`src/rtl/lsu.sv`:
```
// Load/store unit for an RV32I core: turns one core load/store into a single
// word-aligned memory transaction, formats load data, and flags misaligned or
// illegal accesses. One access is in flight at a time; the core is stalled
// until the response (or fault) cycle.
module lsu (
    input  logic        clk,
    input  logic        rst_n,
    input  logic        req_valid,
    input  logic        req_we,
    input  logic [2:0]  req_funct3,
    input  logic [31:0] req_addr,
    input  logic [31:0] req_wdata,
    output logic        stall,
    output logic        rsp_valid,
    output logic [31:0] rsp_rdata,
    output logic        fault,
    output logic        mem_req,
    output logic        mem_we,
    output logic [3:0]  mem_be,
    output logic [31:0] mem_addr,
    output logic [31:0] mem_wdata,
    input  logic        mem_ready,
    input  logic        mem_rvalid,
    input  logic [31:0] mem_rdata
);

    typedef enum logic [2:0] {
        IDLE,
        REQ,
        WAIT,
        DONE,
        ERR
    } state_t;

    state_t      state_q, state_d;
    logic        memWe_q, memWe_d;
    logic [3:0]  memBe_q, memBe_d;
    logic [31:0] memAddr_q, memAddr_d;
    logic [31:0] memWdata_q, memWdata_d;
    logic [31:0] rspRdata_q, rspRdata_d;
    logic [2:0]  funct3_q, funct3_d;
    logic [1:0]  addrLo_q, addrLo_d;

    logic        illegal;
    logic        misaligned;
    logic        accessOk;
    logic [3:0]  reqBe;
    logic [31:0] reqWdata;
    logic [7:0]  loadByte;
    logic [15:0] loadHalf;
    logic [31:0] loadData;

    // Decode the incoming request: legality, alignment, lane mask and replicated store data
    always_comb begin
        illegal    = 1'b0;
        misaligned = 1'b0;
        reqBe      = 4'b0000;
        reqWdata   = 32'h0;
        case (req_funct3)
            3'b000, 3'b100: begin
                reqBe    = 4'b0001 << req_addr[1:0];
                reqWdata = {4{req_wdata[7:0]}};
            end
            3'b001, 3'b101: begin
                reqBe      = req_addr[1] ? 4'b1100 : 4'b0011;
                reqWdata   = {2{req_wdata[15:0]}};
                misaligned = req_addr[0];
            end
            3'b010: begin
                reqBe      = 4'b1111;
                reqWdata   = req_wdata;
                misaligned = (req_addr[1:0] != 2'b00);
            end
            default: begin
                illegal = 1'b1;
            end
        endcase
        // Unsigned widths exist only for loads
        if (req_we && req_funct3[2]) begin
            illegal = 1'b1;
        end
    end

    assign accessOk = !illegal && !misaligned;

    // Pick the addressed byte/half out of the returned word and extend it
    always_comb begin
        case (addrLo_q)
            2'b00:   loadByte = mem_rdata[7:0];
            2'b01:   loadByte = mem_rdata[15:8];
            2'b10:   loadByte = mem_rdata[23:16];
            default: loadByte = mem_rdata[31:24];
        endcase
        loadHalf = addrLo_q[1] ? mem_rdata[31:16] : mem_rdata[15:0];
        case (funct3_q)
            3'b000:  loadData = {{24{loadByte[7]}}, loadByte};
            3'b100:  loadData = {24'h0, loadByte};
            3'b001:  loadData = {{16{loadHalf[15]}}, loadHalf};
            3'b101:  loadData = {16'h0, loadHalf};
            default: loadData = mem_rdata;
        endcase
    end

    // Next-state logic of the access sequencer
    always_comb begin
        state_d = state_q;
        case (state_q)
            IDLE: begin
                if (req_valid) begin
                    state_d = accessOk ? REQ : ERR;
                end
            end
            REQ: begin
                if (mem_ready) begin
                    state_d = memWe_q ? DONE : WAIT;
                end
            end
            WAIT: begin
                if (mem_rvalid) begin
                    state_d = DONE;
                end
            end
            DONE:    state_d = IDLE;
            ERR:     state_d = IDLE;
            default: state_d = IDLE;
        endcase
    end

    // Next values of the captured request fields and the load result
    always_comb begin
        memWe_d    = memWe_q;
        memBe_d    = memBe_q;
        memAddr_d  = memAddr_q;
        memWdata_d = memWdata_q;
        rspRdata_d = rspRdata_q;
        funct3_d   = funct3_q;
        addrLo_d   = addrLo_q;
        if (state_q == IDLE && req_valid && accessOk) begin
            memWe_d    = req_we;
            memBe_d    = reqBe;
            memAddr_d  = {req_addr[31:2], 2'b00};
            memWdata_d = req_we ? reqWdata : 32'h0;
            rspRdata_d = 32'h0;
            funct3_d   = req_funct3;
            addrLo_d   = req_addr[1:0];
        end
        if (state_q == WAIT && mem_rvalid) begin
            rspRdata_d = loadData;
        end
    end

    // State register with synchronous active-low reset
    always_ff @(posedge clk) begin
        if (!rst_n) begin
            state_q <= IDLE;
        end else begin
            state_q <= state_d;
        end
    end

    // Request/response registers, cleared by reset so an abandoned access leaves nothing behind
    always_ff @(posedge clk) begin
        if (!rst_n) begin
            memWe_q    <= 1'b0;
            memBe_q    <= 4'b0000;
            memAddr_q  <= 32'h0;
            memWdata_q <= 32'h0;
            rspRdata_q <= 32'h0;
            funct3_q   <= 3'b000;
            addrLo_q   <= 2'b00;
        end else begin
            memWe_q    <= memWe_d;
            memBe_q    <= memBe_d;
            memAddr_q  <= memAddr_d;
            memWdata_q <= memWdata_d;
            rspRdata_q <= rspRdata_d;
            funct3_q   <= funct3_d;
            addrLo_q   <= addrLo_d;
        end
    end

    assign stall     = (state_q == IDLE && req_valid) || (state_q == REQ) || (state_q == WAIT);
    assign mem_req   = (state_q == REQ);
    assign rsp_valid = (state_q == DONE);
    assign fault     = (state_q == ERR);
    assign mem_we    = memWe_q;
    assign mem_be    = memBe_q;
    assign mem_addr  = memAddr_q;
    assign mem_wdata = memWdata_q;
    assign rsp_rdata = rspRdata_q;

endmodule

```
`config.mk`:
```
export PLATFORM = sky130hd
export DESIGN_NAME = lsu
export DESIGN_NICKNAME = d
export VERILOG_FILES = /design/src/rtl/lsu.sv
export SDC_FILE = /design/constraint.sdc
export NUM_CORES = 1
export LEC_CHECK = 0
export ABC_AREA = 1
export CAP_MARGIN = 40
export CORE_MARGIN = 2
export CORE_UTILIZATION = 35
export CTS_CLUSTER_DIAMETER = 30
export DETAILED_ROUTE_END_ITERATION = 8
export PLACE_DENSITY = 0.71
export SYNTH_ARGS = -nofsm -noshare
export SYNTH_HDL_FRONTEND = slang
export SYNTH_SLANG_ARGS = --single-unit
```
`constraint.sdc`:
```
create_clock -name clk -period 2.3 [get_ports clk]
set_clock_uncertainty 0.1 [all_clocks]
set_input_delay 0.575 -clock clk [delete_from_list [all_inputs] [get_ports clk]]
set_output_delay 0.575 -clock clk [all_outputs]
set_load 0.01 [all_outputs]
```
==> results of run 1 <==
==> cells by family (layout without fill, tap and decap cells) <==
kind of cell           count (synthesis)  count (layout)  synth area share [%]
and+or+nand+nor                      413             413                  33.8
other                                  1               2                0.0736
AOI/OAI and AO/OA                    153             153                  15.5
buffers and inverters                 92             306                  8.60
DFF                                  107             107                  42.1
==> critical path: stages, from the launching register on <==
cell and delay (ns):
dfxtp_1 0.37, inv_2 0.06, nor3_1 0.19, clkdlybuf4s50_1 0.59
==> cell usage after synthesis, types with 3 or more instances <==
cell type / number / area (um^2)
o211ai_1: 3 / 22.5
dfxtp_1: 107 / 2140
o21ai_0: 20 / 100
clkbuf_1: 26 / 97.6
buf_2: 12 / 60.1
or2_2: 6 / 37.5
nor2_1: 50 / 188
a21oi_1: 117 / 586
inv_1: 32 / 120
nor3_1: 4 / 20.0
nand2_1: 272 / 1020
nand3_1: 67 / 335
buf_6: 9 / 101
inv_2: 8 / 30.0
nor3b_1: 8 / 60.1
a31oi_1: 11 / 68.8
==> cells in the final DEF (no fill, tap or decap), drive strengths merged <==
cell type      instances
clkinv                 3
o211ai                 3
clkbuf                11
nand4                  1
dfxtp                107
nor3b                  8
nor3                   4
o21ai                 21
a31oi                 11
or2                    6
nand3                 68
clkdlybuf4s50        206
nor4                   1
clkinvlp               1
a21oi                117
buf                   43
a211oi                 1
nor2                  53
conb                   2
clkdlybuf4s15          1
inv                   41
nand2                272
==> worst max path at each step <==
stage | cells past startpoint | slack [ns] | end
6_report | 3 | 0.08 | fault
2_1_floorplan | 9 | 0.34 | mem_be[2]$_SDFFE_PN0P_
3_3_place_gp | 6 | -0.21 | stall
4_1_cts | 6 | 0.06 | stall
5_1_grt | 6 | 0.007 | stall
3_5_place_dp | 6 | -0.23 | stall
==> power by group through the flow <==
stage / sequential (mW) / clock (mW) / combinational [mW]
detailed placement: 2.17 / 0 / 1.86
finish: 2.12 / 1.46 / 1.86
floorplan: 2.22 / 0 / 0.907
global placement: 2.16 / 0 / 1.86
CTS: 2.12 / 1.51 / 1.87
global route: 2.14 / 1.57 / 2.05
==> layout make-up <==
class | count | area share (%)
multi-input cells | 568 | 32.2
clock inverters | 4 | 0.334
well taps | 184 | 2.93
flip-flops and latches | 107 | 27.3
repair buffers | 250 | 32.2
clock buffers | 11 | 3.09
inverters | 41 | 2.01
==> flip-flops by register name, summed over array words and instances, names as in the netlist <==
register and count:
mem_wdata 32, rsp_rdata 32, mem_addr 30, mem_be 4, funct3_q 3, state_q 3, addrLo_q 2, mem_we 1
==> layer usage <==
| metal | vias to the layer above | track usage [%] | wire length, um |
|---|---|---|---|
| met4 | 0 | 7.27 | 357 |
| li1 | 2907 | - | - |
| met1 | 2609 | 26.9 | 7190 |
| met2 | 215 | 34.8 | 7760 |
| met5 | - | 0 | 0 |
| met3 | 27 | 6.53 | 1490 |
==> stage by stage <==
| stage | setup slack (ns) | area (um^2) | util [%] | power, mW | std cells |
|---|---|---|---|---|---|
| after floorplan | 0.343 | 5100 | - | 3.13 | 767 |
| after global placement | -0.209 | 7590 | 52.8 | 4.02 | 1150 |
| after detailed placement | -0.231 | 7590 | 52.8 | 4.03 | 1150 |
| after CTS | 0.0602 | 7860 | 54.7 | 5.50 | 1165 |
| after global routing | 0.00669 | 7860 | 54.7 | 5.76 | 1165 |
| final | 0.0777 | 7860 | 54.7 | 5.44 | 1165 |
==> repair_timing <==
action,4_1_cts,5_1_grt
resized for setup,2,1
pin swaps,0,0
endpoints found under the setup margin,1,1
gates cloned,0,0
endpoints found under the hold margin,0,0
==> qor.yml, run 1 <==
run_status:
  status: "completed"
sta:
  hold_ws_ns: 0.364
  maxSlewViolCount: 0
  finalSetupTns_ns: 0
  period_minus_slack_ns: 2.22
  setup-violations-final: 0
  rsz0062_at_grt: "no"
  period_share_pct: 96.6
  hold_viol_final: 0
  max_freq_mhz: 450
global_routing:
  overflow: 0
  antenna_found_initial: 0
  grt_start_max_net_pins: 52
  grt_pass1_vias: 5447
  grt_pass1_wl_um: 27100
  track_usage_pct: 21.4
synth:
  netlist_instances: 766
  synth_seq_cells: 107
  synth_cell_types: 27
  synth-seq-area-share_pct: 42.1
  synth-edff-count: 0
  async_flop_share_pct: 0
  ys.flop_type: "dfxtp_1"
  syn_area_per_cell_um2: 6.65
  synthesis.area_um2: 5090
  yosys_warnings: 0
layout:
  diodes: 0
  multiInputGateArea_um2: 2530
  fillers: 1384
  final_layout_size_suffix_gt1_share_pct: 8.05
  area_delta_synth_final_pct: 54.3
  seq_area_um2: 2140
  final_nets: 1082
place:
  io_buffers: 207
  gp_congestion: 0.877
  hpwl_um: 12300
route:
  drtPass1Iterations: 5
  ant_nets: 0
  wl_per_cell_um: 14.4
  num_vias: 5758
  wirelength_um: 16800
  drc_errors: 0
  drtIter0Drc: 488
  viasPerCell: 4.94
setup_path:
  reg2regPathDepth: 6
  regToRegStartpoint: "funct3_q[1]$_SDFFE_PN0P_"
  critPathArrivalTime_ns: 1.55
  crit_path_end_kind: "primary output"
  crit_fanout: 3
  startpoint_type: "flip-flop"
  critPathRequiredTime_ns: 1.62
  crit_type: "reg2out"
  reg2reg_to: "rsp_rdata[4]$_SDFFE_PN0P_"
  rrSetupSlack_ns: 0.58
  crit_start: "state_q[2]$_SDFFE_PN0P_"
clock_network:
  cts_tree: "yes"
  post-cts-setup-buffers: 0
  clkTransAtPathRegs_ns: 0.07
  clock_latency_ns: 0.35
  clockBufferDepth: 2
  clock_sinks: 107
  cts_root_buffer: "clkbuf_16"
  numCtsBuffers: 9
  h-tree-depth: 3
  postCtsHoldBufs: 0
die:
  initial_core_util_pct: 35.4
  die-area_um2: 15500
  fp-row-count: 44
  die_h_um: 125
  fp.coreArea_um2: 14400
  ioPinCount: 210
  die_w_um: 125
power_and_ir_drop:
  peakVddDrop_mv: 0.340
  pwr-share-clk_pct: 26.8
  internal_power_mw: 3.67
  swShare_pct: 32.6
  leakage_nw: 3.05
  p_sw_mw: 1.77
  power_frac_comb_pct: 34.2
  sequentialPowerShare_pct: 39.0
  power_density_nw_per_um2: 693
run:
  cap_viol_max_count: 0
min_path:
  hold_class: "reg2reg"
  min_from: "mem_wdata[28]$_SDFFE_PN0P_"
  holdPathStages: 2
  min_to: "mem_wdata[28]$_SDFFE_PN0P_"
(Power assumes the default switching activity.)
==> inputs of run 2 (changes only) <==
--- a/config.mk
+++ b/config.mk
@@ -6,6 +6,7 @@
 export NUM_CORES = 1
 export LEC_CHECK = 0
 export ABC_AREA = 1
+export ABC_CLOCK_PERIOD_IN_PS = 2300
 export CAP_MARGIN = 40
 export CORE_MARGIN = 2
 export CORE_UTILIZATION = 35
==> results of run 2 <==
The final DEF is identical to that of run 1; final timing and power are the same.
